<file path="src/rtl/cla_pipelined_adder.sv">
// -----------------------------------------------------------------------------
// cla_pipelined_adder
//
// Pipelined carry-lookahead adder/subtractor. The WIDTH-bit operation is cut
// into STAGES equal slices. Each slice is a block CLA built from 4-bit groups
// plus a lookahead carry unit. The slice carry-out is registered into the next
// slice. Upper operand slices are skewed forward and finished result slices
// are deskewed forward, so one beat per cycle flows through with latency
// STAGES. A valid/ready handshake stalls the whole pipe as one unit.
//
// Ports
//   clk        rising-edge clock
//   rst_n      asynchronous active-low reset
//   in_valid   operand beat valid          in_ready   beat accepted this cycle
//   a, b       operands (WIDTH)            cin        carry-in / borrow-in
//   sub        0: a+b+cin, 1: a-b-cin
//   out_valid  result valid                out_ready  consumer takes result
//   sum        result (mod 2^WIDTH)        cout       carry out (NOT borrow)
//   ovf        signed overflow             zero       sum == 0
//   p_all      full-width block propagate  g_all      full-width block generate
//
// WIDTH must be a multiple of 4*STAGES; GROUP must be 4.
// -----------------------------------------------------------------------------
module cla_pipelined_adder #(
  parameter int WIDTH  = 32,
  parameter int STAGES = 2,
  parameter int GROUP  = 4
) (
  input  logic             clk,
  input  logic             rst_n,
  input  logic             in_valid,
  output logic             in_ready,
  input  logic [WIDTH-1:0] a,
  input  logic [WIDTH-1:0] b,
  input  logic             cin,
  input  logic             sub,
  output logic             out_valid,
  input  logic             out_ready,
  output logic [WIDTH-1:0] sum,
  output logic             cout,
  output logic             ovf,
  output logic             zero,
  output logic             p_all,
  output logic             g_all
);

  localparam int SW = WIDTH / STAGES;  // slice width
  localparam int NG = SW / GROUP;      // 4-bit CLA groups per slice

  // One slice of block CLA. Returns {G, P, carry_out, sum[SW-1:0]}.
  // G/P describe the slice alone (independent of ci).
  function automatic logic [SW+2:0] slice_cla(input logic [SW-1:0] x,
                                              input logic [SW-1:0] y,
                                              input logic          ci);
    logic [SW-1:0] p;
    logic [SW-1:0] g;
    logic [SW-1:0] s;
    logic [NG-1:0] gp;
    logic [NG-1:0] gg;
    logic [NG:0]   gc;
    logic [3:0]    gpv;
    logic [3:0]    ggv;
    logic [3:0]    c;
    logic          t;
    logic          pp;
    p  = x ^ y;
    g  = x & y;
    gp = '0;
    gg = '0;
    s  = '0;
    // Group propagate / generate.
    for (int j = 0; j < NG; j++) begin
      gpv   = p[j*4 +: 4];
      ggv   = g[j*4 +: 4];
      gp[j] = &gpv;
      gg[j] = ggv[3] | (gpv[3] & ggv[2]) | (gpv[3] & gpv[2] & ggv[1]) |
              (gpv[3] & gpv[2] & gpv[1] & ggv[0]);
    end
    // Lookahead carry unit: each group carry-in as a sum of products of the
    // group P/G terms, so no carry ripples between groups.
    gc[0] = ci;
    for (int j = 0; j < NG; j++) begin
      t  = 1'b0;
      pp = 1'b1;
      for (int i = j; i >= 0; i--) begin
        t  = t | (gg[i] & pp);
        pp = pp & gp[i];
      end
      gc[j+1] = t | (pp & ci);
    end
    // In-group carries and sum bits.
    for (int j = 0; j < NG; j++) begin
      gpv  = p[j*4 +: 4];
      ggv  = g[j*4 +: 4];
      c[0] = gc[j];
      c[1] = ggv[0] | (gpv[0] & gc[j]);
      c[2] = ggv[1] | (gpv[1] & ggv[0]) | (gpv[1] & gpv[0] & gc[j]);
      c[3] = ggv[2] | (gpv[2] & ggv[1]) | (gpv[2] & gpv[1] & ggv[0]) |
             (gpv[2] & gpv[1] & gpv[0] & gc[j]);
      s[j*4 +: 4] = gpv ^ c;
    end
    // Slice generate, without the carry-in.
    t  = 1'b0;
    pp = 1'b1;
    for (int i = NG - 1; i >= 0; i--) begin
      t  = t | (gg[i] & pp);
      pp = pp & gp[i];
    end
    return {t, &gp, gc[NG], s};
  endfunction

  logic             en;
  logic [WIDTH-1:0] beff;
  logic             ceff;

  // Subtraction as a + ~b + ~cin; cout is then the inverted borrow.
  assign beff     = sub ? ~b : b;
  assign ceff     = sub ? ~cin : cin;
  // The whole pipe advances together; a full output that is not taken freezes it.
  assign en       = out_ready | ~out_valid;
  assign in_ready = en;

  for (genvar gi = 0; gi < STAGES; gi++) begin : g_stage
    logic [SW-1:0]         a_s;
    logic [SW-1:0]         b_s;
    logic                  c_s;
    logic                  v_s;
    logic [SW+2:0]         cla_w;
    logic [SW-1:0]         s_w;
    logic                  co_w;
    logic                  p_w;
    logic                  g_w;
    logic [(gi+1)*SW-1:0]  res_d;
    logic [(gi+1)*SW-1:0]  res_q;
    logic [gi:0]           p_d;
    logic [gi:0]           g_d;
    logic                  c_q;
    logic                  v_q;

    assign cla_w = slice_cla(a_s, b_s, c_s);
    assign s_w   = cla_w[SW-1:0];
    assign co_w  = cla_w[SW];
    assign p_w   = cla_w[SW+1];
    assign g_w   = cla_w[SW+2];

    if (gi == 0) begin : g_head
      assign a_s   = a[SW-1:0];
      assign b_s   = beff[SW-1:0];
      assign c_s   = ceff;
      assign v_s   = in_valid;
      assign res_d = s_w;
      assign p_d   = p_w;
      assign g_d   = g_w;
    end else begin : g_body
      assign a_s   = g_stage[gi-1].g_fwd.a_up_q[SW-1:0];
      assign b_s   = g_stage[gi-1].g_fwd.b_up_q[SW-1:0];
      assign c_s   = g_stage[gi-1].c_q;
      assign v_s   = g_stage[gi-1].v_q;
      // Lower result slices ride along so all bits leave together.
      assign res_d = {s_w, g_stage[gi-1].res_q};
      assign p_d   = {p_w, g_stage[gi-1].g_fwd.p_q};
      assign g_d   = {g_w, g_stage[gi-1].g_fwd.g_q};
    end

    always_ff @(posedge clk or negedge rst_n) begin
      if (!rst_n) begin
        v_q   <= 1'b0;
        c_q   <= 1'b0;
        res_q <= '0;
      end else if (en) begin
        v_q   <= v_s;
        c_q   <= co_w;
        res_q <= res_d;
      end
    end

    // Operand skew and slice P/G history for the stages still to come.
    if (gi < STAGES - 1) begin : g_fwd
      localparam int UW = WIDTH - (gi + 1) * SW;
      logic [UW-1:0] a_up_d;
      logic [UW-1:0] b_up_d;
      logic [UW-1:0] a_up_q;
      logic [UW-1:0] b_up_q;
      logic [gi:0]   p_q;
      logic [gi:0]   g_q;

      if (gi == 0) begin : g_src_in
        assign a_up_d = a[WIDTH-1:SW];
        assign b_up_d = beff[WIDTH-1:SW];
      end else begin : g_src_prev
        assign a_up_d = g_stage[gi-1].g_fwd.a_up_q[UW+SW-1:SW];
        assign b_up_d = g_stage[gi-1].g_fwd.b_up_q[UW+SW-1:SW];
      end

      always_ff @(posedge clk or negedge rst_n) begin
        if (!rst_n) begin
          a_up_q <= '0;
          b_up_q <= '0;
          p_q    <= '0;
          g_q    <= '0;
        end else if (en) begin
          a_up_q <= a_up_d;
          b_up_q <= b_up_d;
          p_q    <= p_d;
          g_q    <= g_d;
        end
      end
    end

    // Last slice: flags are formed here and registered alongside the sum.
    if (gi == STAGES - 1) begin : g_tail
      logic ovf_d;
      logic ovf_q;
      logic zero_d;
      logic zero_q;
      logic pall_d;
      logic pall_q;
      logic gall_d;
      logic gall_q;

      // Carry into the MSB is recovered from its sum bit: s = a ^ b ^ c.
      assign ovf_d  = (s_w[SW-1] ^ a_s[SW-1] ^ b_s[SW-1]) ^ co_w;
      assign zero_d = ~|res_d;
      assign pall_d = &p_d;

      always_comb begin
        gall_d = 1'b0;
        for (int i = 0; i < STAGES; i++) begin
          gall_d = g_d[i] | (p_d[i] & gall_d);
        end
      end

      always_ff @(posedge clk or negedge rst_n) begin
        if (!rst_n) begin
          ovf_q  <= 1'b0;
          zero_q <= 1'b0;
          pall_q <= 1'b0;
          gall_q <= 1'b0;
        end else if (en) begin
          ovf_q  <= ovf_d;
          zero_q <= zero_d;
          pall_q <= pall_d;
          gall_q <= gall_d;
        end
      end

      assign out_valid = v_q;
      assign sum       = res_q;
      assign cout      = c_q;
      assign ovf       = ovf_q;
      assign zero      = zero_q;
      assign p_all     = pall_q;
      assign g_all     = gall_q;
    end
  end

endmodule

</file>
<file path="config.mk">
export PLATFORM = sky130hd
export DESIGN_NAME = cla_pipelined_adder
export DESIGN_NICKNAME = d
export VERILOG_FILES = /design/src/rtl/cla_pipelined_adder.sv
export SDC_FILE = /design/constraint.sdc
export NUM_CORES = 1
export LEC_CHECK = 0
export BUFFER_PORTS_ARGS = -buffer_cell sky130_fd_sc_hd__buf_2
export CORE_MARGIN = 2
export CORE_UTILIZATION = 50
export CTS_CLUSTER_DIAMETER = 150
export DETAILED_ROUTE_END_ITERATION = 10
export PLACE_DENSITY_LB_ADDON = 0.12
export SETUP_SLACK_MARGIN = 0.05
export SLEW_MARGIN = 20
export SYNTH_ARGS = -nofsm -noshare
export SYNTH_HDL_FRONTEND = slang
export SYNTH_SLANG_ARGS = --single-unit
</file>
<file path="constraint.sdc">
create_clock -name clk -period 2.6 [get_ports clk]
set_input_delay 0.52 -clock clk [delete_from_list [all_inputs] [get_ports clk]]
set_output_delay 0.52 -clock clk [all_outputs]
set_load 0.02 [all_outputs]
</file>
==> results of run 1 <==
## cell families after synthesis
group | after synthesis | synth area share, %
flip-flops | 90 | 43.0
AO/OA/AOI/OAI | 114 | 13.7
adder cells (fa/ha/maj) | 40 | 10.7
AND/OR/NAND/NOR | 228 | 18.3
buffers and inverters | 45 | 3.44
XOR/XNOR | 60 | 10.4
multiplexers | 2 | 0.406
## Yosys cell counts, types with 2 or more instances
| cell type | instances |
|---|---|
| sky130_fd_sc_hd__nor3_2 | 3 |
| sky130_fd_sc_hd__a21oi_1 | 42 |
| sky130_fd_sc_hd__o221ai_2 | 2 |
| sky130_fd_sc_hd__clkbuf_1 | 18 |
| sky130_fd_sc_hd__o21a_1 | 4 |
| sky130_fd_sc_hd__nor2_1 | 34 |
| sky130_fd_sc_hd__buf_2 | 3 |
| sky130_fd_sc_hd__nor3_1 | 6 |
| sky130_fd_sc_hd__o21ai_1 | 8 |
| sky130_fd_sc_hd__o21ai_0 | 23 |
| sky130_fd_sc_hd__o21bai_1 | 5 |
| sky130_fd_sc_hd__fa_1 | 8 |
| sky130_fd_sc_hd__buf_1 | 3 |
| sky130_fd_sc_hd__inv_1 | 19 |
| sky130_fd_sc_hd__nand2_1 | 153 |
| sky130_fd_sc_hd__xor2_1 | 30 |
| sky130_fd_sc_hd__nand2b_1 | 2 |
| sky130_fd_sc_hd__xnor2_1 | 29 |
| sky130_fd_sc_hd__nor4_1 | 5 |
| sky130_fd_sc_hd__nand3_1 | 10 |
| sky130_fd_sc_hd__a21o_1 | 11 |
| sky130_fd_sc_hd__ha_1 | 32 |
| sky130_fd_sc_hd__o22ai_1 | 3 |
| sky130_fd_sc_hd__nand2_2 | 2 |
| sky130_fd_sc_hd__dfrtp_1 | 90 |
| sky130_fd_sc_hd__o211ai_1 | 4 |
| sky130_fd_sc_hd__nor2b_1 | 3 |
| sky130_fd_sc_hd__o31ai_1 | 2 |
| sky130_fd_sc_hd__nand4_1 | 6 |
## worst reg2reg max path: stages, from the launching register on
cell	delay [ns]
sky130_fd_sc_hd__dfrtp_1	0.42
sky130_fd_sc_hd__ha_4	0.27
sky130_fd_sc_hd__nand2_2	0.14
sky130_fd_sc_hd__o221ai_2	0.14
sky130_fd_sc_hd__o22ai_2	0.20
sky130_fd_sc_hd__nand2_2	0.07
sky130_fd_sc_hd__fa_1	0.48
sky130_fd_sc_hd__nor4b_2	0.22
sky130_fd_sc_hd__nand4_1	0.13
sky130_fd_sc_hd__nor3_2	0.12
sky130_fd_sc_hd__nand3_1	0.10
sky130_fd_sc_hd__nand4b_1	0.19
sky130_fd_sc_hd__o31ai_1	0.24
## final cells by class
type	instances	area share, %
Inverter	20	1.09
Sequential cell	90	32.8
Timing Repair Buffer	186	16.9
Tap cell	136	2.48
Multi-Input combinational cell	444	44.0
Clock inverter	5	0.547
Clock buffer	11	2.21
## metal layers
layer | vias up | GRT usage, % | routed length, um
li1 | 2286 | - | -
met1 | 2089 | 32.8 | 6070
met2 | 108 | 35.3 | 5640
met3 | 8 | 4.66 | 573
met4 | 0 | 5.36 | 111
met5 | - | 0 | 0
## power by group through the flow
stage | combinational (W) | sequential (W) | clock (W)
floorplan | 0.00124 | 0.00233 | 0
global placement | 0.00243 | 0.00207 | 0
detailed placement | 0.00247 | 0.00208 | 0
CTS | 0.00254 | 0.00207 | 0.000934
global route | 0.00286 | 0.00213 | 0.000995
finish | 0.00261 | 0.00207 | 0.000914
## stage by stage
| stage | util [%] | setup WS, ns |
|---|---|---|
| 2_1_floorplan | - | -0.150 |
| 3_3_place_gp | 63.4 | -0.206 |
| 3_5_place_dp | 63.4 | -0.343 |
| 4_1_cts | 66.2 | -0.269 |
| 5_1_grt | 67.0 | -0.421 |
| 6_report | 67.0 | -0.233 |
## flip-flops by register name, indices dropped and copies added, names as in the netlist
signal                cells
cout                      1
g_stage.g_fwd.g_q         1
g_all                     1
sum                      32
g_stage.g_fwd.b_up_q     16
g_stage.g_fwd.p_q         1
p_all                     1
out_valid                 1
g_stage.v_q               1
ovf                       1
g_stage.res_q            16
g_stage.g_fwd.a_up_q     16
zero                      1
g_stage.c_q               1
## cell usage in the layout (no fill, tap or decap), types with 5 or more instances in the layout
cell type	instances
sky130_fd_sc_hd__ha_1	24
sky130_fd_sc_hd__buf_2	107
sky130_fd_sc_hd__buf_4	76
sky130_fd_sc_hd__nand3_1	9
sky130_fd_sc_hd__o21ai_0	22
sky130_fd_sc_hd__o21ai_1	7
sky130_fd_sc_hd__a21oi_1	36
sky130_fd_sc_hd__o21bai_1	5
sky130_fd_sc_hd__ha_4	8
sky130_fd_sc_hd__nor2_1	32
sky130_fd_sc_hd__nand4_1	6
sky130_fd_sc_hd__dfrtp_1	90
sky130_fd_sc_hd__nand2_1	151
sky130_fd_sc_hd__clkbuf_8	11
sky130_fd_sc_hd__a21o_1	11
sky130_fd_sc_hd__xor2_1	30
sky130_fd_sc_hd__xnor2_1	29
sky130_fd_sc_hd__inv_1	19
sky130_fd_sc_hd__fa_1	8
## worst max path at each step
| stage | cells after the start | endpoint | start |
|---|---|---|---|
| detailed placement | 12 | zero$_DFFE_PN0P_ | g_stage[0].g_fwd.a_up_q[1]$_DFFE_PN0P_ |
| finish | 12 | zero$_DFFE_PN0P_ | g_stage[0].g_fwd.a_up_q[9]$_DFFE_PN0P_ |
| CTS | 12 | zero$_DFFE_PN0P_ | g_stage[0].g_fwd.a_up_q[3]$_DFFE_PN0P_ |
| global placement | 12 | zero$_DFFE_PN0P_ | g_stage[0].g_fwd.a_up_q[1]$_DFFE_PN0P_ |
| global route | 12 | zero$_DFFE_PN0P_ | g_stage[0].g_fwd.a_up_q[9]$_DFFE_PN0P_ |
| floorplan | 10 | g_stage[0].res_q[12]$_DFFE_PN0P_ | sub |
## what timing repair did
item                                    CTS  global route
buffers inserted                          2             2
endpoints found under the setup margin    1             2
hold buffers                              0             0
resized for setup                         9            12
pin swaps                                 6            13
==> impl_table.tex, run 1 <==
\begin{tabular}{lr}
\hline
Metric & Value \\
\hline
\multicolumn{2}{l}{\textbf{Timing}} \\
\quad Setup ws final & -0.233 ns \\
\quad Final cycle utilization of the critical path & 109\% \\
\quad Post-route clock skew & 0.0103 ns \\
\quad Minimum hold slack & around 0.15 ns \\
\quad Hold Fails Final Rpt & 0 \\
\quad Final Max Slew Viols & 0 \\
\quad Post-layout minimum cycle time & about 2.8 ns \\
\quad Worst slew pin tran & between 0.5 and 0.6 ns \\
\quad Final TNS setup & -0.233 ns \\
\quad Max frequency & approximately 350 MHz \\
\quad Final setup violation count & 1 \\
\quad Slew margin rel. & approximately 62\% \\
\quad RSZ-0062 raised after global routing & true \\
\multicolumn{2}{l}{\textbf{CTS}} \\
\quad Maximum level of the CTS H-tree & 3 \\
\quad CTS max path bufs & 2 \\
\quad Cell at the root of the clock tree & sky130\_fd\_sc\_hd\_\_clkbuf\_8 \\
\quad Clk sink count & 90 \\
\quad Worst-path clk slew & around 0.090 ns \\
\quad Clock tree from TritonCTS & done \\
\quad Inserted Clock Buffers & 9 \\
\quad Worst skew pair latency & $\sim$0.36 ns \\
\multicolumn{2}{l}{\textbf{Finish}} \\
\quad Final instance area & approximately 6900 um2 \\
\quad Layout cell share with drive strength beyond 1 & 31.9\% \\
\quad Area taken by multi-input logic gates & between 3000 and 4000 um2 \\
\quad Area taken by flip-flops and latches & 2250 um2 \\
\quad Antenna cell count & 0 \\
\quad NumNets Final & around 860 \\
\quad Filler instances & between 800 and 900 \\
\quad P\&R area growth vs syn & 31.1\% \\
\quad Cell Count, Final, Fillers Out & between 800 and 900 \\
\multicolumn{2}{l}{\textbf{Pwr}} \\
\quad Power density over the cells & 815 nW/um2 \\
\quad Peak supply drop & 0.000420 V \\
\quad Net switching power figure & approximately 0.0022 W \\
\quad Clock network power share & between 10\% and 20\% \\
\quad Internal Power & $\sim$0.0034 W \\
\quad Total power & about 0.0056 W \\
\quad Seq pwr share & between 30\% and 40\% \\
\quad Leakage power & between 3 and 4 nW \\
\quad Power share of the combinational group & $\sim$47\% \\
\quad Proportion of total power due to net switching & 39.8\% \\
\multicolumn{2}{l}{\textbf{Setup path}} \\
\quad Worst EP required & approximately 2.9 ns \\
\quad Cell with the biggest individual delay on the critical path & sky130\_fd\_sc\_hd\_\_fa\_1 \\
\quad Crit path buffers/inverters & 0 \\
\quad Critical setup path kind & register to register \\
\quad Critical path capture point type & register \\
\quad Worst Setup Start Kind & register \\
\quad Data arrival time at the worst-slack endpoint & $\sim$3.1 ns \\
\quad Family with the most delay on the worst path & simple AND/OR/NAND/NOR gates \\
\quad Biggest cell delay along the critical path & $\sim$0.48 ns \\
\quad Critical R2R Launch & g\_stage[0].g\_fwd.a\_up\_q[9]\$\_DFFE\_PN0P\_ \\
\quad Worst-path fanout max & 6 \\
\quad R2R setup slack & -0.23 ns \\
\quad Capture point of the worst reg-to-reg path & zero\$\_DFFE\_PN0P\_ \\
\quad Cell Chain, Critical Path & ha\_4 -> nand2\_2 -> o221ai\_2 -> o22ai\_2 -> nand2\_2 -> fa\_1 -> nor4b\_2 -> nand4\_1 -> nor3\_2 -> nand3\_1 -> nand4b\_1 -> o31ai\_1 \\
\quad Reg2reg path depth & 12 \\
\quad Cell occurring most often along the worst timing path & sky130\_fd\_sc\_hd\_\_nand2\_2 \\
\multicolumn{2}{l}{\textbf{Synth}} \\
\quad Yosys top cell area share & about 43\% \\
\quad Area contributors post-synth & sky130\_fd\_sc\_hd\_\_dfrtp\_1, sky130\_fd\_sc\_hd\_\_nand2\_1, sky130\_fd\_sc\_hd\_\_ha\_1, sky130\_fd\_sc\_hd\_\_xor2\_1, sky130\_fd\_sc\_hd\_\_xnor2\_1 \\
\quad Number of flops mapped to enable cells by yosys & 0 \\
\quad Post-synth net total & a little under 700 \\
\quad Combined area of all synthesized cells & around 5200 um2 \\
\quad Share of synthesized flip-flops with an asynchronous set or reset & between 90\% and 100\% \\
\quad Post-Synthesis Cells & slightly below 600 \\
\quad Number of register bits inferred by synthesis & 90 \\
\quad Seq/Total Area, Yosys & $\sim$43\% \\
\quad Top cell type by total area after synthesis & sky130\_fd\_sc\_hd\_\_dfrtp\_1 \\
\quad Average cell area after synthesis & roughly 9 um2 \\
\quad Total number of yosys warnings & 0 \\
\quad Dominant synthesized flop cell & sky130\_fd\_sc\_hd\_\_dfrtp\_1 \\
\quad Number of distinct standard cells referenced by the synthesized netlist & 48 \\
\multicolumn{2}{l}{\textbf{Route}} \\
\quad WL final & 12400 um \\
\quad Detailed-routing iteration count for the pre-antenna-repair pass & 4 \\
\quad Mean routed wirelength per cell & 13.9 um \\
\quad Via Count & 4491 \\
\quad Vias per cell & just over 5 \\
\quad Starting DRC count in detailed routing & 190 \\
\quad Drc violations & 0 \\
\quad Post-route antenna net violation count & 0 \\
\multicolumn{2}{l}{\textbf{Floorplanning}} \\
\quad CORE AREA & roughly 10000 um2 \\
\quad Effective utilization at floorplan & 51.2\% \\
\quad Die width & roughly 110 um \\
\quad Die Span Y & about 110 um \\
\quad IO Count & between 100 and 150 \\
\quad Number of cell rows & 37 \\
\quad Die Outline Area & about 11000 um2 \\
\multicolumn{2}{l}{\textbf{Place}} \\
\quad Number of port buffers & roughly 110 \\
\quad Dpl cell area & roughly 6500 um2 \\
\quad Placed cell count & 872 \\
\quad Detailed-placement wirelength estimate & between 9000 and 10000 um \\
\quad Last weighted congestion value of the routability-driven placer & between 0.8 and 0.9 \\
\multicolumn{2}{l}{\textbf{Run status}} \\
\quad Violated checks & negative setup slack \\
\quad Result of the run & complete, but fails checks \\
\multicolumn{2}{l}{\textbf{Global route}} \\
\quad Overflow after GRT & 0 \\
\quad Pin count of the biggest net entering global routing & 52 \\
\quad Number of global-route vias before repair & around 4400 \\
\quad Antenna violations before repair & 0 \\
\quad Wire length of the first global-routing pass & $\sim$21000 um \\
\quad GRT Resource Usage Total & a little under a quarter \\
\multicolumn{2}{l}{\textbf{Run}} \\
\quad Number of max-cap violations & 0 \\
\multicolumn{2}{l}{\textbf{Min path}} \\
\quad Worst hold-check path type & primary input to asynchronous set/reset pin \\
\hline
\end{tabular}
No activity file was read; power rests on OpenSTA's default activity.
==> run 2, diff against run 1 <==
--- a/config.mk
+++ b/config.mk
@@ -7,12 +7,11 @@
 export LEC_CHECK = 0
 export BUFFER_PORTS_ARGS = -buffer_cell sky130_fd_sc_hd__buf_2
 export CORE_MARGIN = 2
-export CORE_UTILIZATION = 50
+export CORE_UTILIZATION = 55
 export CTS_CLUSTER_DIAMETER = 150
 export DETAILED_ROUTE_END_ITERATION = 10
 export PLACE_DENSITY_LB_ADDON = 0.12
 export SETUP_SLACK_MARGIN = 0.05
-export SLEW_MARGIN = 20
 export SYNTH_ARGS = -nofsm -noshare
 export SYNTH_HDL_FRONTEND = slang
 export SYNTH_SLANG_ARGS = --single-unit
==> constraint.sdc (replaced) <==
create_clock -name clk -period 2.77 [get_ports clk]
set_input_delay 0.1385 -clock clk [delete_from_list [all_inputs] [get_ports clk]]
set_output_delay 0.1385 -clock clk [all_outputs]
set_load 0.02 [all_outputs]
==> run 2 against run 1 <==
The run still ends with negative setup slack left. Critical path depth rose by 1. Combinational power decreased by 11%. Worst hold slack worse by 0.13 ns. Count of clock-buffer cells in the layout is 1 lower. Critical path type unchanged. Setup slack gained 0.12 ns. Sequential share of layout area rose by 0.84 points.
==> impl_table.tex, run 2 (synthesis results as in run 1) <==
\begin{tabular}{lr}
\hline
Metric & Value \\
\hline
\multicolumn{2}{l}{\textbf{Pwr}} \\
\quad Clock network power share & 16.2\% (about the same) \\
\quad Net switching power figure & 0.00207 W (-7.1\%) \\
\quad Leakage power & 3.27 nW (-3.2\%) \\
\quad Proportion of total power due to net switching & 40.6\% (+0.82 points) \\
\quad Seq pwr share & 38.2\% (+1.2 points) \\
\quad Power share of the combinational group & 45.6\% (-1.0 points) \\
\quad Internal Power & 0.00302 W (-10\%) \\
\quad Peak supply drop & 0.000362 V (-14\%) \\
\quad Power density over the cells & 761 nW/um2 (-6.6\%) \\
\quad Total power & 0.00509 W (-8.9\%) \\
\multicolumn{2}{l}{\textbf{Global route}} \\
\quad Pin count of the biggest net entering global routing & 48 (-7.7\%) \\
\quad GRT Resource Usage Total & 25.8\% (+3.1 points) \\
\quad Overflow after GRT & 0 (unchanged) \\
\quad Number of global-route vias before repair & 4542 (+3.2\%) \\
\quad Wire length of the first global-routing pass & 20700 um (+0.47\%) \\
\quad Antenna violations before repair & 0 (unchanged) \\
\multicolumn{2}{l}{\textbf{CTS}} \\
\quad Worst-path clk slew & 0.10 ns (about the same) \\
\quad Worst skew pair latency & 0.37 ns (about the same) \\
\quad Maximum level of the CTS H-tree & 3 (unchanged) \\
\quad Inserted Clock Buffers & 9 (unchanged) \\
\quad Cell at the root of the clock tree & sky130\_fd\_sc\_hd\_\_clkbuf\_8 \\
\quad Clk sink count & 90 (unchanged) \\
\quad Clock tree from TritonCTS & done \\
\quad CTS max path bufs & 2 (unchanged) \\
\multicolumn{2}{l}{\textbf{Setup path}} \\
\quad Data arrival time at the worst-slack endpoint & 3.15 ns (+0.06 ns) \\
\quad Worst Setup Start Kind & register \\
\quad Worst-path fanout max & 4 (-2) \\
\quad Critical path startpoint & g\_stage[0].g\_fwd.a\_up\_q[1]\$\_DFFE\_PN0P\_ \\
\quad Critical setup path kind & register to register \\
\quad Critical path capture point type & register \\
\quad Critical R2R Launch & g\_stage[0].g\_fwd.a\_up\_q[1]\$\_DFFE\_PN0P\_ \\
\quad Worst EP required & 3.04 ns (+0.18 ns) \\
\multicolumn{2}{l}{\textbf{Finish}} \\
\quad P\&R area growth vs syn & 27.8\% \\
\quad Filler instances & 751 (-15\%) \\
\quad Most common cell after layout, fill and taps aside & sky130\_fd\_sc\_hd\_\_nand2\_1 \\
\quad Antenna cell count & 0 (unchanged) \\
\quad Layout cell share with drive strength beyond 1 & 27.0\% (-4.9 points) \\
\quad Cell Count, Final, Fillers Out & 869 (-2.6\%) \\
\quad Max reg flops & 32 (unchanged) \\
\quad Highest-count cells in the layout ignoring fill and taps & sky130\_fd\_sc\_hd\_\_nand2\_1, sky130\_fd\_sc\_hd\_\_buf\_2, sky130\_fd\_sc\_hd\_\_dfrtp\_1 \\
\quad NumNets Final & 845 (-1.9\%) \\
\multicolumn{2}{l}{\textbf{Timing}} \\
\quad RSZ-0062 raised after global routing & true \\
\quad Final Max Slew Viols & 0 (unchanged) \\
\quad Final cycle utilization of the critical path & 104\% (-4.9 points) \\
\quad Max frequency & 347 MHz (-1.7\%) \\
\quad Worst slew pin tran & 0.487 ns (-0.0802 ns) \\
\quad Setup ws final & -0.112 ns (+0.121 ns) \\
\quad Post-layout minimum cycle time & 2.88 ns (+0.0485 ns) \\
\quad Final setup violation count & 1 (unchanged) \\
\quad Post-route clock skew & 0.0164 ns (+0.00609 ns) \\
\quad Hold Fails Final Rpt & 0 (unchanged) \\
\quad Minimum hold slack & 0.0127 ns (-0.134 ns) \\
\quad Slew margin rel. & 67.3\% (+5.1 points) \\
\multicolumn{2}{l}{\textbf{Route}} \\
\quad Drc violations & 0 (unchanged) \\
\quad Detailed-routing iteration count for the pre-antenna-repair pass & 4 (unchanged) \\
\quad Vias per cell & 5.26 (+4.5\%) \\
\quad Mean routed wirelength per cell & 14.4 um (+4.0\%) \\
\quad Via Count & 4571 (+1.8\%) \\
\quad Post-route antenna net violation count & 0 (unchanged) \\
\quad WL final & 12600 um (+1.3\%) \\
\quad Starting DRC count in detailed routing & 127 (-33\%) \\
\multicolumn{2}{l}{\textbf{Floorplanning}} \\
\quad IO Count & 109 (unchanged) \\
\quad Number of cell rows & 35 (-5.4\%) \\
\quad Die width & 102 um (-4.5\%) \\
\quad Die Outline Area & 10300 um2 (-8.8\%) \\
\quad Effective utilization at floorplan & 56.6\% (+5.5 points) \\
\quad CORE AREA & 9240 um2 (-9.7\%) \\
\quad Die Span Y & 102 um (-4.5\%) \\
\multicolumn{2}{l}{\textbf{Run status}} \\
\quad Result of the run & complete, but fails checks \\
\quad Violated checks & negative setup slack \\
\multicolumn{2}{l}{\textbf{Run}} \\
\quad Number of max-cap violations & 0 (unchanged) \\
\multicolumn{2}{l}{\textbf{Place}} \\
\quad Number of port buffers & 108 (unchanged) \\
\quad Detailed-placement wirelength estimate & 9640 um (+0.78\%) \\
\quad Last weighted congestion value of the routability-driven placer & 0.921 (+3.0\%) \\
\quad Placed cell count & 833 (-4.5\%) \\
\multicolumn{2}{l}{\textbf{Min path}} \\
\quad Worst hold-check path type & primary input to register \\
\quad Origin of the worst min-delay path & a[20] \\
\hline
\end{tabular}
==> run 2: changes by cell type in the layout (fill, tap and decap cells not counted), moves of 2 or more <==
| cell | change |
|---|---|
| sky130_fd_sc_hd__clkbuf_8 | -2 |
| sky130_fd_sc_hd__a21oi_1 | +2 |
| sky130_fd_sc_hd__inv_6 | +2 |
| sky130_fd_sc_hd__dlygate4sd3_1 | +16 |
| sky130_fd_sc_hd__buf_4 | -30 |
==> run 2: worst paths after layout <==
check,endpoint,slack [ns],cells after the start
setup reg to reg,zero$_DFFE_PN0P_,-0.11,13
max in group asynchronous,g_stage[0].g_fwd.b_up_q[12]$_DFFE_PN0P_,1.77,3
min in group asynchronous,g_stage[0].g_fwd.a_up_q[2]$_DFFE_PN0P_,0.25,2
hold / removal,g_stage[0].g_fwd.a_up_q[4]$_DFFE_PN0P_,0.01,3
hold reg to reg,sum[12]$_DFFE_PN0P_,0.47,2
setup / recovery,zero$_DFFE_PN0P_,-0.11,13
==> run 2: per-layer routing <==
layer / part of all wire [%] / global-route usage, %
met1: 43 / 32.1
met2: 52 / 45.0
met3: 3.8 / 4.28
met4: 1.7 / 9.98
met5: 0 / 0
==> run 2: area by class of cell <==
cell class	count	area, um2	share of cell area, %
clock inverters	6	47.5	0.711
inverters	20	75.1	1.12
clock buffers	10	128	1.91
repair buffers	170	1060	15.9
flip-flops and latches	90	2250	33.7
multi-input cells	444	2960	44.3
well taps	129	161	2.41
==> run 2: through the flow <==
| stage | instance area (um2) | TNS (ns) | utilization, % | setup slack, ns |
|---|---|---|---|---|
| 2_1_floorplan | 5280 | 0 | - | 0.0623 |
| 3_3_place_gp | 6220 | -0.0764 | 67.3 | -0.0764 |
| 3_5_place_dp | 6220 | -0.224 | 67.3 | -0.224 |
| 4_1_cts | 6650 | -0.172 | 72.0 | -0.172 |
| 5_1_grt | 6690 | -0.323 | 72.4 | -0.323 |
| 6_report | 6690 | -0.112 | 72.4 | -0.112 |
==> run 2: power groups by stage <==
stage	Combinational [W]	Sequential [W]	Clock [W]
2_1_floorplan	0.00116	0.00218	0
3_5_place_dp	0.00222	0.00196	0
3_3_place_gp	0.00218	0.00194	0
5_1_grt	0.00256	0.00199	0.000899
6_report	0.00232	0.00195	0.000826
4_1_cts	0.00231	0.00194	0.000844
==> run 2: timing repair <==
action                     4_1_cts  5_1_grt
setup endpoints to repair        1        1
buffers inserted                 3        1
hold endpoints to repair        47        0
pin swaps                       11        5
gates resized for setup          9        4
hold buffers                    16        0
==> run 2: critical path, cell delays in order (launching register included) <==
cell                       delay [ns]
sky130_fd_sc_hd__dfrtp_1         0.43
sky130_fd_sc_hd__ha_4            0.31
sky130_fd_sc_hd__nand2_2         0.08
sky130_fd_sc_hd__nor3_4          0.24
sky130_fd_sc_hd__nor2_2          0.07
sky130_fd_sc_hd__buf_4           0.14
sky130_fd_sc_hd__inv_1           0.06
sky130_fd_sc_hd__fa_1            0.45
sky130_fd_sc_hd__nor4_1          0.26
sky130_fd_sc_hd__nand4_1         0.16
sky130_fd_sc_hd__nor3_2          0.13
sky130_fd_sc_hd__nand3_1         0.08
sky130_fd_sc_hd__nand4b_1        0.17
sky130_fd_sc_hd__o31ai_1         0.20
==> run 3, diff against run 2 <==
--- a/config.mk
+++ b/config.mk
@@ -10,8 +10,10 @@
 export CORE_UTILIZATION = 55
 export CTS_CLUSTER_DIAMETER = 150
 export DETAILED_ROUTE_END_ITERATION = 10
+export HOLD_SLACK_MARGIN = 0.03
 export PLACE_DENSITY_LB_ADDON = 0.12
 export SETUP_SLACK_MARGIN = 0.05
+export SKIP_CTS_REPAIR_TIMING = 1
 export SYNTH_ARGS = -nofsm -noshare
 export SYNTH_HDL_FRONTEND = slang
 export SYNTH_SLANG_ARGS = --single-unit
==> constraint.sdc (replaced) <==
create_clock -name clk -period 3 [get_ports clk]
set_input_delay 0.15 -clock clk [delete_from_list [all_inputs] [get_ports clk]]
set_output_delay 0.15 -clock clk [all_outputs]
set_load 0.02 [all_outputs]
==> run 3 against run 2 <==
The flow finishes with violations (negative hold slack). Sequential power is 8% lower. Count of clock-buffer cells in the layout is 1 lower. Sequential share of layout area is 0.84 points higher. Setup slack better by 0.26 ns. Register-to-register slack better by 0.26 ns. Global-route usage is 1.3 points lower. Utilization is 1.7 points lower. Worst hold slack worse by 0.034 ns. Non-clock buffer count is 28 lower. Die area stayed put. Critical path type unchanged. Clock power hardly changed. Largest cell class unchanged. Highest routed layer unchanged. Fmax is 1.1% higher.
==> impl_table.tex, run 3 (synthesis results as in run 1) <==
\begin{tabular}{lr}
\hline
Metric & Value \\
\hline
\multicolumn{2}{l}{\textbf{Timing}} \\
\quad Minimum hold slack & -0.0212 ns (-0.0339 ns) \\
\quad Post-route clock skew & 0.0145 ns (-0.00189 ns) \\
\quad Setup ws final & 0.148 ns (+0.260 ns) \\
\quad Slew margin rel. & 24.9\% (-42 points) \\
\quad Post-layout minimum cycle time & 2.85 ns (-0.0303 ns) \\
\quad Worst slew pin tran & 1.13 ns (+0.640 ns) \\
\quad Hold Fails Final Rpt & 11 (+11) \\
\quad Final cycle utilization of the critical path & 95.1\% (-9.0 points) \\
\quad RSZ-0062 raised after global routing & true \\
\quad Final setup violation count & 0 (-1) \\
\quad Max frequency & 351 MHz (+1.1\%) \\
\quad Final Max Slew Viols & 0 (unchanged) \\
\multicolumn{2}{l}{\textbf{CTS}} \\
\quad Clock tree from TritonCTS & done \\
\quad Cell at the root of the clock tree & sky130\_fd\_sc\_hd\_\_clkbuf\_8 \\
\quad CTS max path bufs & 2 (unchanged) \\
\quad Maximum level of the CTS H-tree & 3 (unchanged) \\
\quad Inserted Clock Buffers & 9 (unchanged) \\
\quad Clk sink count & 90 (unchanged) \\
\quad Worst skew pair latency & 0.37 ns (about the same) \\
\quad Worst-path clk slew & 0.10 ns (about the same) \\
\multicolumn{2}{l}{\textbf{Place}} \\
\quad Setup WS pre-CTS & -0.00299 ns (+0.221 ns) \\
\quad Number of port buffers & 108 (unchanged) \\
\quad Placed cell count & 802 (-3.7\%) \\
\quad Detailed-placement wirelength estimate & 9010 um (-6.6\%) \\
\quad Last weighted congestion value of the routability-driven placer & 0.925 (+0.51\%) \\
\multicolumn{2}{l}{\textbf{Global route}} \\
\quad Number of global-route vias before repair & 4182 (-7.9\%) \\
\quad Overflow after GRT & 0 (unchanged) \\
\quad Pin count of the biggest net entering global routing & 91 (+90\%) \\
\quad Wire length of the first global-routing pass & 20000 um (-3.5\%) \\
\quad GRT Resource Usage Total & 24.5\% (-1.3 points) \\
\quad Antenna violations before repair & 0 (unchanged) \\
\multicolumn{2}{l}{\textbf{Route}} \\
\quad Mean routed wirelength per cell & 15.1 um (+4.3\%) \\
\quad Via Count & 4428 (-3.1\%) \\
\quad Detailed-routing iteration count for the pre-antenna-repair pass & 7 (+3) \\
\quad Starting DRC count in detailed routing & 245 (+93\%) \\
\quad Drc violations & 0 (unchanged) \\
\quad Post-route antenna net violation count & 0 (unchanged) \\
\quad WL final & 12700 um (+0.93\%) \\
\quad Vias per cell & 5.27 (about the same) \\
\multicolumn{2}{l}{\textbf{Setup path}} \\
\quad Worst EP required & 3.28 ns (+0.24 ns) \\
\quad Capture point of the worst reg-to-reg path & zero\$\_DFFE\_PN0P\_ \\
\quad Data arrival time at the worst-slack endpoint & 3.13 ns (-0.02 ns) \\
\quad Critical R2R Launch & g\_stage[0].g\_fwd.a\_up\_q[3]\$\_DFFE\_PN0P\_ \\
\quad Critical path capture point type & register \\
\quad R2R setup slack & 0.15 ns (+0.26 ns) \\
\quad Reg2reg path depth & 12 (-1) \\
\quad Worst-path fanout max & 5 (+1) \\
\quad Worst Setup Start Kind & register \\
\quad Critical setup path kind & register to register \\
\multicolumn{2}{l}{\textbf{Finish}} \\
\quad P\&R area growth vs syn & 24.8\% \\
\quad Antenna cell count & 0 (unchanged) \\
\quad Layout cell share with drive strength beyond 1 & 25.3\% (-1.7 points) \\
\quad Post-layout util & 70.7\% (-1.7 points) \\
\quad Max reg flops & 32 (unchanged) \\
\quad Most common cell after layout, fill and taps aside & sky130\_fd\_sc\_hd\_\_nand2\_1 \\
\quad Highest-count cells in the layout ignoring fill and taps & sky130\_fd\_sc\_hd\_\_nand2\_1, sky130\_fd\_sc\_hd\_\_buf\_2, sky130\_fd\_sc\_hd\_\_dfrtp\_1 \\
\quad NumNets Final & 817 (-3.3\%) \\
\quad Cell Count, Final, Fillers Out & 841 (-3.2\%) \\
\multicolumn{2}{l}{\textbf{Floorplanning}} \\
\quad Die width & 102 um (unchanged) \\
\quad IO Count & 109 (unchanged) \\
\quad Die Outline Area & 10300 um2 (unchanged) \\
\quad Effective utilization at floorplan & 56.6\% (unchanged) \\
\quad Die Span Y & 102 um (unchanged) \\
\quad Number of cell rows & 35 (unchanged) \\
\quad CORE AREA & 9240 um2 (unchanged) \\
\multicolumn{2}{l}{\textbf{Run}} \\
\quad Number of max-cap violations & 0 (unchanged) \\
\multicolumn{2}{l}{\textbf{Pwr}} \\
\quad Clock network power share & 17.5\% (+1.3 points) \\
\quad Net switching power figure & 0.00196 W (-5.1\%) \\
\quad Internal Power & 0.00273 W (-9.7\%) \\
\quad Total power & 0.00469 W (-7.9\%) \\
\quad Proportion of total power due to net switching & 41.8\% (+1.2 points) \\
\quad Peak supply drop & 0.000306 V (-15\%) \\
\quad Power density over the cells & 718 nW/um2 (-5.7\%) \\
\quad Seq pwr share & 38.5\% (+0.3 points) \\
\quad Leakage power & 3.14 nW (-4.1\%) \\
\quad Power share of the combinational group & 44.0\% (-1.6 points) \\
\multicolumn{2}{l}{\textbf{Run status}} \\
\quad Violated checks & negative hold slack \\
\quad Result of the run & complete, but fails checks \\
\multicolumn{2}{l}{\textbf{Min path}} \\
\quad Worst hold-check path type & primary input to asynchronous set/reset pin \\
\hline
\end{tabular}
-- run 3: cell count changes in the layout (fill, tap and decap cells not counted), sizes merged --
cell and delta:
clkbuf -1, dlygate4sd3 -1, clkinvlp +1, buf -27
-- run 3: cell type report --
class | count | area [um2]
well taps | 129 | 161
flip-flops and latches | 90 | 2250
inverters | 20 | 75.1
clock inverters | 7 | 73.8
fillers | 747 | 2710
clock buffers | 9 | 124
multi-input cells | 444 | 3010
repair buffers | 142 | 836
-- run 3: per-layer routing --
layer | global-route usage (%) | routed length (um)
met1 | 35.9 | 5960
met2 | 38.1 | 5900
met3 | 4.00 | 600
met4 | 6.34 | 211
met5 | 0 | 0
-- run 3: critical path, cell delays in order, from the launching register on --
cell and delay (ns):
sky130_fd_sc_hd__dfrtp_1 0.43, sky130_fd_sc_hd__ha_4 0.33, sky130_fd_sc_hd__nand2_2 0.12, sky130_fd_sc_hd__nor3_4 0.20, sky130_fd_sc_hd__nor2_2 0.10, sky130_fd_sc_hd__o21bai_1 0.19, sky130_fd_sc_hd__fa_1 0.46, sky130_fd_sc_hd__nor4_1 0.18
sky130_fd_sc_hd__nand4_1 0.14, sky130_fd_sc_hd__nor3_2 0.12, sky130_fd_sc_hd__nand3_1 0.08, sky130_fd_sc_hd__nand4b_1 0.18, sky130_fd_sc_hd__o31ai_1 0.24
-- run 3: stage by stage --
stage / cell area, um2 / TNS [ns]
finish: 6530 / 0
global route: 6530 / -0.0137
CTS: 6120 / -0.0457
detailed placement: 5920 / -0.00299
global placement: 5920 / 0
floorplan: 5230 / 0
-- run 3: power groups by stage --
stage	Clock [W]	Sequential (W)	Combinational (W)
final	0.000823	0.00180	0.00206
after global routing	0.000880	0.00185	0.00227
after CTS	0.000831	0.00179	0.00188
after detailed placement	0	0.00181	0.00187
after global placement	0	0.00180	0.00183
after floorplan	0	0.00201	0.00104
-- run 3: worst max-delay path by stage --
stage,slack (ns),startpoint,endpoint,cells after the start
2_1_floorplan,0.21,g_stage[0].g_fwd.a_up_q[8]$_DFFE_PN0P_,zero$_DFFE_PN0P_,12
3_3_place_gp,0.09,g_stage[0].g_fwd.a_up_q[3]$_DFFE_PN0P_,zero$_DFFE_PN0P_,12
3_5_place_dp,-0.003,g_stage[0].g_fwd.a_up_q[3]$_DFFE_PN0P_,zero$_DFFE_PN0P_,12
4_1_cts,-0.05,g_stage[0].g_fwd.a_up_q[3]$_DFFE_PN0P_,zero$_DFFE_PN0P_,12
5_1_grt,-0.01,g_stage[0].g_fwd.a_up_q[0]$_DFFE_PN0P_,zero$_DFFE_PN0P_,12
6_report,0.15,g_stage[0].g_fwd.a_up_q[3]$_DFFE_PN0P_,zero$_DFFE_PN0P_,12
